<file path="config.mk">
export PLATFORM = sky130hd
export DESIGN_NAME = hazard_detection_unit_id
export DESIGN_NICKNAME = d
export VERILOG_FILES = /design/src/rtl/hazard_detection_unit_id.sv
export SDC_FILE = /design/constraint.sdc
export NUM_CORES = 1
export LEC_CHECK = 0
export BUFFER_PORTS_ARGS = -buffer_cell sky130_fd_sc_hd__buf_2
export CAP_MARGIN = 25
export CORE_MARGIN = 3
export CORE_UTILIZATION = 40
export DETAILED_ROUTE_END_ITERATION = 12
export GPL_TIMING_DRIVEN = 0
export PLACE_DENSITY = 0.62
export SLEW_MARGIN = 20
export SYNTH_ARGS = -nofsm -noshare
export SYNTH_HDL_FRONTEND = slang
export SYNTH_SLANG_ARGS = --single-unit
</file>
<file path="constraint.sdc">
create_clock -name clk -period 1.7 [get_ports clk]
set_input_delay 0.17 -clock clk [delete_from_list [all_inputs] [get_ports clk]]
set_output_delay 0.17 -clock clk [all_outputs]
set_load 0.05 [all_outputs]
</file>
<file path="src/rtl/hazard_detection_unit_id.sv">
// Decode-stage hazard unit: tracks destinations in flight in EX/MEM, stalls IF/ID on
// hazards the EX forwarding unit cannot cover, and steers the ID branch-operand bypass.
module hazard_detection_unit_id #(
    parameter int CNT_W = 16
) (
    input  logic             clk,
    input  logic             rst_n,
    input  logic             halt,
    input  logic             id_valid,
    input  logic [4:0]       id_rs,
    input  logic [4:0]       id_rt,
    input  logic             id_uses_rs,
    input  logic             id_uses_rt,
    input  logic             id_is_branch,
    input  logic             id_reg_write,
    input  logic             id_mem_read,
    input  logic [4:0]       id_rd,
    output logic             stall,
    output logic             id_ex_bubble,
    output logic             forward_id_a,
    output logic             forward_id_b,
    output logic [CNT_W-1:0] stall_count,
    output logic [1:0]       last_cause
);

    typedef enum logic [1:0] {
        CAUSE_NONE     = 2'b00,
        CAUSE_LOAD_USE = 2'b01,
        CAUSE_BR_ALU   = 2'b10,
        CAUSE_BR_LOAD  = 2'b11
    } cause_e;

    typedef struct packed {
        logic       v;
        logic [4:0] rd;
        logic       ld;
    } shadow_t;

    shadow_t          ex_q, ex_d;
    shadow_t          mem_q, mem_d;
    logic [CNT_W-1:0] stall_count_q, stall_count_d;
    cause_e           last_cause_q, last_cause_d;

    logic ma_ex, mb_ex, ma_mem, mb_mem, m_ex, m_mem;
    logic load_use, br_alu, br_load;

    // NOTE: every signal written here gets a default first, so no path leaves one unassigned (no latch).
    always_comb begin
        ma_ex  = id_valid & id_uses_rs & ex_q.v  & (ex_q.rd  == id_rs);
        mb_ex  = id_valid & id_uses_rt & ex_q.v  & (ex_q.rd  == id_rt);
        ma_mem = id_valid & id_uses_rs & mem_q.v & (mem_q.rd == id_rs);
        mb_mem = id_valid & id_uses_rt & mem_q.v & (mem_q.rd == id_rt);
        m_ex   = ma_ex | mb_ex;
        m_mem  = ma_mem | mb_mem;

        load_use = m_ex & ex_q.ld;
        br_alu   = id_is_branch & m_ex & ~ex_q.ld;
        br_load  = id_is_branch & m_mem & mem_q.ld;
        stall    = load_use | br_alu | br_load;

        // A MEM-stage ALU result reaches the ID comparator; any stall cause wins over it.
        forward_id_a = id_is_branch & ma_mem & ~mem_q.ld & ~stall;
        forward_id_b = id_is_branch & mb_mem & ~mem_q.ld & ~stall;
        id_ex_bubble = stall;

        ex_d          = ex_q;
        mem_d         = mem_q;
        stall_count_d = stall_count_q;
        last_cause_d  = last_cause_q;

        if (!halt) begin
            mem_d    = ex_q;
            ex_d.v   = id_valid & id_reg_write & (id_rd != 5'd0) & ~stall;
            ex_d.rd  = id_rd;
            ex_d.ld  = id_mem_read;

            if (stall && (stall_count_q != '1)) begin
                stall_count_d = stall_count_q + CNT_W'(1);
            end

            if (load_use)     last_cause_d = CAUSE_LOAD_USE;
            else if (br_alu)  last_cause_d = CAUSE_BR_ALU;
            else if (br_load) last_cause_d = CAUSE_BR_LOAD;
            else              last_cause_d = CAUSE_NONE;
        end
    end

    // NOTE: state updates use non-blocking assignments so every flop samples pre-edge values.
    always_ff @(posedge clk or negedge rst_n) begin
        if (!rst_n) begin
            ex_q          <= '0;
            mem_q         <= '0;
            stall_count_q <= '0;
            last_cause_q  <= CAUSE_NONE;
        end else begin
            ex_q          <= ex_d;
            mem_q         <= mem_d;
            stall_count_q <= stall_count_d;
            last_cause_q  <= last_cause_d;
        end
    end

    assign stall_count = stall_count_q;
    assign last_cause  = last_cause_q;

endmodule

</file>
==> key figures, run 1 <==
Place
  – Dpl hpwl: just over 3000 um
  – Pre-CTS setup slack: -0.432 ns
  – Port bufs: 45
  – Placed Instances: around 260
  – Gpl congestion: between 0.9 and 1

Yosys
  – Synth Register Bits: 32
  – Synth Area in Compound Gates: 0.0381
  – Post-Syn Nets: between 150 and 200
  – Synth top area share: 0.452
  – Main synth FF type: dfrtp_1
  – Sequential cell area fraction in the yosys report: 0.452
  – Post-Syn Area: between 1500 and 2000 um2
  – Most frequent cells after synthesis: 32 x dfrtp_1, 27 x xnor2_1, 13 x mux2_2, 11 x nand3_1
  – Mux contribution to synthesized area: 0.0889
  – Adder-cell share of the synthesized area: 0.00706
  – Post-synthesis cell count: 160
  – Syn_area_per_cell: about 11 um2
  – Biggest area consumer among synthesized cells: dfrtp_1
  – Number of synthesized flops with an enable pin: 0
  – Largest family of logic cells by synthesized area: simple AND/OR/NAND/NOR gates
  – Most common cell in the synthesized netlist: dfrtp_1
  – Ys Warns: 0
  – Synth Area in XOR/XNOR: 0.173
  – Main area contributors after synthesis: dfrtp_1 45%, xnor2_1 13%, mux2_2 8.3%
  – Ys async rst share: 1.00
  – Post-synth cell types: 34
  – Simple-Gate Fraction of Synth Area: 0.205

Critical path
  – Critical Path RT: between 1.5 and 2 ns
  – Arrival @ worst endpoint: roughly 2 ns
  – Flop-to-flop setup slack: -0.42 ns
  – Crit end category: output port
  – CP Class: reg -> out
  – Reg-to-Reg End: stall_count[8]
  – Startpoint types: flip-flop
  – R2R cell count: 10
  – CP max FO: 5
  – Worst r2r src: mem_q[5]

GRT
  – First-pass GRT wire length: 6760 um
  – Largest net degree at the start of global routing: 33
  – GRT overflow: 0
  – Initial antenna violation count: 0
  – Vias in the first global route: roughly 1500
  – GRT Overall Usage: 0.163

Worst hold path
  – Hold path startpoint: id_mem_read
  – Hold depth: 2
  – WHS Endpoint: ex_q[0]
  – Hold WC Path Type: in -> reg

Die
  – Die width: roughly 73 um
  – Core Area: just over 4000 um2
  – I/O pin cnt: 46
  – Die footprint: about 5300 um2
  – Initial core utilization: 0.428
  – Die Span Y: roughly 73 um
  – Core Rows: 23

Clock tree
  – CTS tree: done
  – Sink Count: 32
  – Total CTS buffers: 5
  – CTS max path bufs: 2
  – Clk Latency, worst-skew pair: around 0.28 ns
  – Worst-path clk slew: 0.07 ns
  – H-tree depth: 2
  – Clock root cell: clkbuf_8

Timing
  – Clock Skews: between 0.008 and 0.009 ns
  – Setup TNS: -6.52 ns
  – Max-slew headroom: 0.546
  – Unrepaired setup endpoints after global routing: true
  – Final worst path period share: 1.28
  – Least-Margin Pin Slew: just under 0.7 ns
  – Slew Viols, Final: 0
  – Final Hold Viols: 0
  – Worst hold margin: 0.132 ns
  – Max Fclk: 460 MHz
  – Fin crit period: 2.17 ns
  – Setup violators final: 23
  – Post-route setup slack: -0.473 ns

Detailed routing
  – Vias/cell: between 5 and 6
  – Via count: 1418
  – Final wirelength: approximately 4100 um
  – Routed Antenna Nets: 0
  – Starting DRT DRC Count: 53
  – Avg WL per Cell: ~15 um
  – DRC: 0
  – Pre-antenna DRT Iters: 4

Cells and area
  – Finished Layout Cells: ~270
  – Antenna diodes: 0
  – Share of cells above drive strength 1: 0.502
  – Total Nets Final: 247
  – Post-layout util: 0.584
  – Synth-to-Final Area Change: 36.4%

Run
  – Max cap viols: 0

Outcome
  – Status: complete, but fails checks
  – Violated checks: negative setup slack

Power
  – Peak supply drop: 527 uV
  – Leak Pwr: 1.12 nW
  – PD cells: 719 nW/um2
[timing repair]
action,CTS,global route
pin swaps,7,19
endpoints found under the setup margin,21,23
gates resized for setup,13,17
hold buffers,1,0
hold endpoints to repair,32,0
buffers inserted,7,6
[layout by cell type, fill, tap and decap left out, types with 2 or more instances in the layout]
cell type,n
and3_1,9
and3_4,2
buf_12,3
buf_2,41
buf_4,9
buf_6,3
buf_8,2
clkbuf_8,6
clkinvlp_4,2
dfrtp_1,25
dfrtp_2,7
inv_1,3
mux2_2,12
mux2_4,2
nand2_1,10
nand2b_4,2
nand3_1,5
nand3_2,5
nand3_4,2
nand4_1,8
nor2_1,5
nor2_4,2
o22ai_2,2
xnor2_1,25
xnor2_2,2
xor2_1,8
[through the flow]
step                cell area [um2]  total power, mW
finish                         2420             1.74
global route                   2420             1.82
CTS                            2330             1.74
detailed placement             2120             1.11
global placement               2120             1.10
floorplan                      1830             1.02
[layer usage]
| metal | track usage | vias to the layer above | wire length (um) | part of all wire |
|---|---|---|---|---|
| met4 | 0.0553 | 0 | 45 | 0.011 |
| met2 | 0.279 | 31 | 2200 | 0.53 |
| met3 | 0.0399 | 7 | 193 | 0.047 |
| met5 | 0 | - | 0 | 0 |
| met1 | 0.200 | 696 | 1710 | 0.41 |
| li1 | - | 684 | - | - |
[flip-flops by register name, indices dropped and copies added, names as in the netlist]
name         flops
last_cause       2
stall_count     16
mem_q            7
ex_q             7
[layout make-up]
cell class | count | area [um2]
buffer | 5 | 58.8
clock buffer | 6 | 82.6
clock inverter | 2 | 15.0
fill | 341 | 1730
inverter | 4 | 15.0
multi-input combinational | 118 | 1020
sequential | 32 | 810
tap | 50 | 62.6
timing repair buffer | 56 | 355
[power breakdown]
group | switching (mW) | internal [mW]
combinational | 0.133 | 0.139
clock | 0.283 | 0.327
sequential | 0.0510 | 0.806
total | 0.467 | 1.27
[critical path: stages, from the launching register on]
cell	delay, ns
dfrtp_1	0.41
xor2_1	0.15
nor4_1	0.31
nand4_1	0.18
a21o_1	0.25
nand2b_4	0.10
buf_12	0.11
buf_12	0.09
buf_12	0.12
[kinds of logic after synthesis]
logic type | after synthesis
adders and majority gates | 1
buffers and inverters | 10
AOI/OAI and AO/OA | 9
xor gates and xnor gates | 35
DFF | 32
muxes | 14
and+or+nand+nor | 59
[worst max path at each step]
stage	startpoint	to
floorplan	stall_count[4]	stall_count[1]
global placement	mem_q[5]	stall
detailed placement	mem_q[5]	stall
CTS	mem_q[4]	stall
global route	mem_q[5]	stall
finish	mem_q[5]	stall
Power figures use the tool's default switching activity.
==> run 2: changes to the inputs <==
CTS_CLUSTER_DIAMETER = 40   (was unset)
PLACE_DENSITY = 0.76   (was 0.62)
==> key figures, run 2 (synthesized netlist as in run 1, its figures left out) <==
Clock tree
  – H-tree depth: 2 (unchanged)
  – CTS max path bufs: 2 (unchanged)
  – CTS tree: done
  – Sink Count: 32 (unchanged)
  – Worst-path clk slew: 0.07 ns (about the same)
  – Clk Latency, worst-skew pair: 0.28 ns (about the same)
  – Clock root cell: clkbuf_8
  – Total CTS buffers: 5 (unchanged)

Die
  – I/O pin cnt: 46 (unchanged)
  – Initial core utilization: 0.428 (unchanged)
  – Core Rows: 23 (unchanged)
  – Core Area: 4140 um2 (unchanged)
  – Die Span Y: 72.6 um (unchanged)
  – Die width: 72.6 um (unchanged)
  – Die footprint: 5270 um2 (unchanged)

Cells and area
  – Synth-to-Final Area Change: 35.9%
  – Total Nets Final: 248 (+0.40%)
  – Finished Layout Cells: 274 (+0.37%)
  – Share of cells above drive strength 1: 0.487 (-0.0156)
  – Largest register FFs: 16 (unchanged)
  – Antenna diodes: 0 (unchanged)
  – Commonest non-fill, non-tap cell in the layout: buf_2
  – Post-layout util: 0.582 (-0.00211)
  – Most frequent cells in the layout: 41 x buf_2, 25 x dfrtp_1, 24 x xnor2_1, 12 x mux2_2, 11 x buf_4

Detailed routing
  – Vias/cell: 5.16 (-0.65%)
  – Max Used Layer: met4
  – DRC: 0 (unchanged)
  – M1 WL: 1770 um (+3.6%)
  – Starting DRT DRC Count: 67 (+26%)
  – Pre-antenna DRT Iters: 4 (unchanged)
  – WL met2: 2250 um (+2.3%)
  – Avg WL per Cell: 15.6 um (+3.1%)
  – Met3 routed WL: 186 um (-3.6%)
  – Final wirelength: 4290 um (+3.5%)
  – Via count: 1414 (-0.28%)
  – Routed Antenna Nets: 0 (unchanged)

Place
  – Port bufs: 45 (unchanged)
  – Dpl hpwl: 3020 um (-0.95%)
  – Placed Instances: 255 (unchanged)
  – Pre-CTS setup slack: -0.464 ns (-0.0317 ns)
  – Gpl congestion: 0.788 (-18%)

GRT
  – Vias in the first global route: 1407 (-6.3%)
  – Largest net degree at the start of global routing: 33 (unchanged)
  – GRT Overall Usage: 0.167 (+0.00434)
  – Initial antenna violation count: 0 (unchanged)
  – GRT overflow: 0 (unchanged)
  – First-pass GRT wire length: 6700 um (-0.83%)

Outcome
  – Violated checks: negative setup slack
  – Status: complete, but fails checks

Power
  – Peak supply drop: 462 uV (-12%)
  – Power Total: 1.75 mW (+0.72%)
  – PD cells: 727 nW/um2 (+1.1%)
  – Leak Pwr: 1.16 nW (+3.6%)

Timing
  – Setup TNS: -6.46 ns (+0.0645 ns)
  – Final Hold Viols: 0 (unchanged)
  – Slew Viols, Final: 0 (unchanged)
  – Unrepaired setup endpoints after global routing: true
  – Setup violators final: 23 (unchanged)
  – Final worst path period share: 1.26 (-0.0177)
  – Max Fclk: 467 MHz (+1.4%)
  – Clock Skews: 0.00689 ns (-0.00158 ns)
  – Max-slew headroom: 0.530 (-0.0163)
  – Fin crit period: 2.14 ns (-0.0300 ns)
  – Least-Margin Pin Slew: 0.705 ns (+0.0245 ns)
  – Post-route setup slack: -0.443 ns (+0.0300 ns)

Run
  – Max cap viols: 0 (unchanged)

Critical path
  – Most frequent CP cell: buf_12
  – Critical Path RT: 1.53 ns (about the same)
  – Startpoint types: flip-flop
  – CP Class: reg -> out
  – Crit path largest cell delay: 0.40 ns (about the same)
  – Arrival @ worst endpoint: 1.97 ns (-0.03 ns)
  – Crit end category: output port
  – Worst-path cell chain: xor2_1 > nor4_1 > nand4_1 > a21o_1 > nand2b_4 > buf_12 > buf_12 > buf_12
  – Critical path's slowest cell: dfrtp_1
  – CP max FO: 3 (-2)

Worst hold path
  – Hold WC Path Type: in -> reg
-- run 2: cell count changes in the layout (fill, tap and decap cells not counted), sizes merged --
cell / before / now
buf: 59 / 60
clkinvlp: 2 / 0
clkbuf: 7 / 9
-- run 2: repair_timing --
item,in CTS,in global routing
buffers inserted,6,5
endpoints found under the setup margin,21,23
pin swaps,5,9
endpoints found under the hold margin,32,0
hold buffers,1,0
resized for setup,12,15
-- run 2: power by group --
part	switching (mW)	total [mW]	leakage (nW)	internal, mW
Clock	0.279	0.609	0.0455	0.330
Sequential	0.0489	0.855	0.407	0.806
Combinational	0.139	0.287	0.712	0.149
-- run 2: metal layers --
layer  GRT usage  up-vias
met4      0.0635        0
met3      0.0482        9
li1            -      681
met5           0        -
met2       0.272       41
met1       0.211      683
-- run 2: worst paths after layout --
check / end / cells after the start / slack (ns) / startpoint
worst max-delay path: stall / 8 / -0.44 / mem_q[5]
worst min-delay path: ex_q[0] / 2 / 0.12 / id_mem_read
worst max register to register: stall_count[1] / 9 / -0.38 / mem_q[5]
worst min register to register: stall_count[12] / 1 / 0.48 / stall_count[12]
max in group asynchronous: stall_count[5] / 2 / 0.73 / rst_n
min in group asynchronous: stall_count[11] / 2 / 0.46 / rst_n
-- run 2: final cells by class --
type / instances / area (um2)
well taps: 50 / 62.6
repair buffers: 57 / 359
multi-input cells: 118 / 1010
fillers: 352 / 1730
clock buffers: 8 / 90.1
flip-flops and latches: 32 / 810
inverters: 4 / 15.0
plain buffers: 5 / 58.8
-- run 2: through the flow --
| stage | area, um2 | hold WS, ns |
|---|---|---|
| CTS | 2310 | 0.117 |
| global route | 2410 | 0.129 |
| global placement | 2120 | 0.258 |
| floorplan | 1830 | -0.126 |
| detailed placement | 2120 | 0.267 |
| finish | 2410 | 0.119 |
-- run 2: critical path, delay by kind of cell (launching register included) --
kind	cells	cell delay, ns
buffers and inverters	3	0.32
flip-flops	1	0.40
XOR/XNOR	1	0.15
AND/OR/NAND/NOR	3	0.57
AO/OA/AOI/OAI	1	0.26
==> run 3: changes to the inputs <==
GPL_TIMING_DRIVEN = unset   (was 0)
REMOVE_ABC_BUFFERS = 1   (was unset)
==> key figures, run 3 (synthesized netlist as in run 1, its figures left out) <==
Outcome
  – Status: complete, but fails checks
  – Violated checks: negative setup slack

Power
  – Sw frac: 0.251 (-0.0154)
  – Peak supply drop: 357 uV (-23%)
  – Combinational share of power: 0.166 (+0.002)
  – P_int: 1.40 mW (+9.1%)
  – PD cells: 742 nW/um2 (+2.1%)
  – Power Total: 1.87 mW (+6.8%)
  – Switching power total: 0.470 mW (+0.66%)
  – Sequential share of power: 0.454 (-0.034)
  – Clk network pwr share: 0.380 (+0.032)
  – Leak Pwr: 1.25 nW (+7.7%)

GRT
  – GRT Overall Usage: 0.167 (about the same)
  – Largest net degree at the start of global routing: 33 (unchanged)
  – GRT overflow: 0 (unchanged)
  – Vias in the first global route: 1530 (+8.7%)
  – Initial antenna violation count: 0 (unchanged)
  – First-pass GRT wire length: 6830 um (+2.0%)

Clock tree
  – Total CTS buffers: 5 (unchanged)
  – Clk Latency, worst-skew pair: 0.28 ns (about the same)
  – Clock root cell: clkbuf_8
  – CTS tree: done
  – H-tree depth: 2 (unchanged)
  – Worst-path clk slew: 0.07 ns (about the same)
  – Sink Count: 32 (unchanged)
  – CTS max path bufs: 2 (unchanged)

Timing
  – Slew Viols, Final: 0 (unchanged)
  – Clock Skews: 0.00393 ns (-0.00296 ns)
  – Least-Margin Pin Slew: 0.711 ns (+0.00631 ns)
  – Fin crit period: 1.99 ns (-0.154 ns)
  – Worst hold margin: 0.117 ns (-0.00235 ns)
  – Setup violators final: 20 (-13%)
  – Post-route setup slack: -0.288 ns (+0.154 ns)
  – Max-slew headroom: 0.526 (-0.00421)
  – Max Fclk: 503 MHz (+7.8%)
  – Final Hold Viols: 0 (unchanged)
  – Unrepaired setup endpoints after global routing: true
  – Final worst path period share: 1.17 (-0.0909)

Die
  – Core Rows: 23 (unchanged)
  – I/O pin cnt: 46 (unchanged)
  – Core Area: 4140 um2 (unchanged)
  – Die width: 72.6 um (unchanged)
  – Die Span Y: 72.6 um (unchanged)
  – Die footprint: 5270 um2 (unchanged)
  – Initial core utilization: 0.428 (unchanged)

Detailed routing
  – Vias/cell: 5.13 (-0.65%)
  – Via count: 1492 (+5.5%)
  – Avg WL per Cell: 14.7 um (-5.8%)
  – Routed Antenna Nets: 0 (unchanged)
  – Starting DRT DRC Count: 22 (-67%)
  – Final wirelength: 4290 um (about the same)
  – Pre-antenna DRT Iters: 4 (unchanged)
  – DRC: 0 (unchanged)

Place
  – Port bufs: 45 (unchanged)
  – Gpl congestion: 0.861 (+9.4%)
  – Dpl hpwl: 3100 um (+2.6%)
  – Pre-CTS setup slack: -0.269 ns (+0.194 ns)

Critical path
  – CP max FO: 8 (+5)
  – Crit end category: output port
  – Worst-path cell chain: xnor2_1 > nand4_1 > nor2_2 > o221a_2 > nand2b_4 > buf_6
  – CP Class: reg -> out
  – Arrival @ worst endpoint: 1.82 ns (-0.15 ns)
  – Critical Path RT: 1.53 ns (about the same)
  – Critical path's slowest cell: dfrtp_1
  – Startpoint types: flip-flop
  – Crit path largest cell delay: 0.42 ns (+0.02 ns)

Cells and area
  – Synth-to-Final Area Change: 42.2%
  – Most frequent cells in the layout: 41 x buf_2, 32 x dfrtp_1, 30 x buf_4, 24 x xnor2_1, 12 x mux2_2
  – Commonest non-fill, non-tap cell in the layout: buf_2
  – Antenna diodes: 0 (unchanged)
  – Total Nets Final: 265 (+6.9%)
  – Largest register FFs: 16 (unchanged)
  – Number of fill cells: 340 (-3.4%)
  – Share of cells above drive strength 1: 0.502 (+0.0155)

Run
  – Max cap viols: 0 (unchanged)

Worst hold path
  – Hold WC Path Type: in -> reg
[run 3: cell types whose count changed in the layout (fill, tap and decap cells not counted), moves of 2 or more]
cell,previous run,this run
buf_6,2,7
nand3_2,4,0
buf_12,3,0
nand3_1,7,9
nand3_4,1,3
dfrtp_1,25,32
buf_8,2,0
clkbuf_1,3,1
dfrtp_2,7,0
buf_4,11,30
[run 3: worst max-delay path, delay by kind of cell, from the launching register on]
family | cells | cell delay, ns
and+or+nand+nor | 3 | 0.53
AOI/OAI and AO/OA | 1 | 0.22
xor gates and xnor gates | 1 | 0.19
buffers and inverters | 1 | 0.17
DFF | 1 | 0.42
[run 3: path summary, 6_finish.rpt]
| path | startpoint | endpoint | slack (ns) | cells past startpoint |
|---|---|---|---|---|
| hold / removal | id_mem_read | ex_q[0] | 0.12 | 2 |
| max in group asynchronous | rst_n | stall_count[11] | 0.77 | 2 |
| hold reg to reg | stall_count[14] | stall_count[14] | 0.48 | 1 |
| min in group asynchronous | rst_n | ex_q[1] | 0.47 | 2 |
| setup / recovery | ex_q[5] | stall | -0.29 | 6 |
| setup reg to reg | ex_q[5] | stall_count[11] | -0.27 | 8 |
[run 3: repair_timing]
action                                 4_1_cts  5_1_grt
pin swaps                                   11        8
endpoints found under the hold margin       32        0
resized for setup                           16       17
buffers inserted                             4        3
setup endpoints to repair                   21       23
hold buffers                                 1        0
[run 3: layout make-up]
cell class,instances,area [um2],area share
Inverter,4,15.0,0.00596
Tap cell,50,62.6,0.0248
Clock buffer,6,72.6,0.0288
Clock inverter,2,35.0,0.0139
Multi-Input combinational cell,118,1020,0.403
Timing Repair Buffer,79,519,0.206
Sequential cell,32,801,0.318
[run 3: routing by layer]
metal | track usage | up-vias | part of all wire | wire length, um
met1 | 0.189 | 753 | 0.41 | 1740
met5 | 0 | - | 0 | 0
met2 | 0.308 | 24 | 0.56 | 2390
li1 | - | 713 | - | -
met3 | 0.0468 | 2 | 0.033 | 140
met4 | 0.0430 | 0 | 0.0056 | 24
[run 3: metrics by stage]
step	setup TNS, ns	util	std cells	cell area, um2
final	-4.03	0.608	291	2520
after global routing	-6.71	0.608	291	2520
after detailed placement	-3.54	0.536	277	2220
after floorplan	-7.37	-	154	1720
after global placement	-2.37	0.536	277	2220
after CTS	-3.43	0.586	290	2430
[run 3: power by group through the flow]
stage               logic [mW]  registers, mW  clock network (mW)
floorplan                0.129          0.876                   0
global placement         0.270          0.859                   0
detailed placement       0.275          0.864                   0
CTS                      0.292          0.849               0.723
global route             0.339          0.854               0.753
finish                   0.311          0.849               0.712
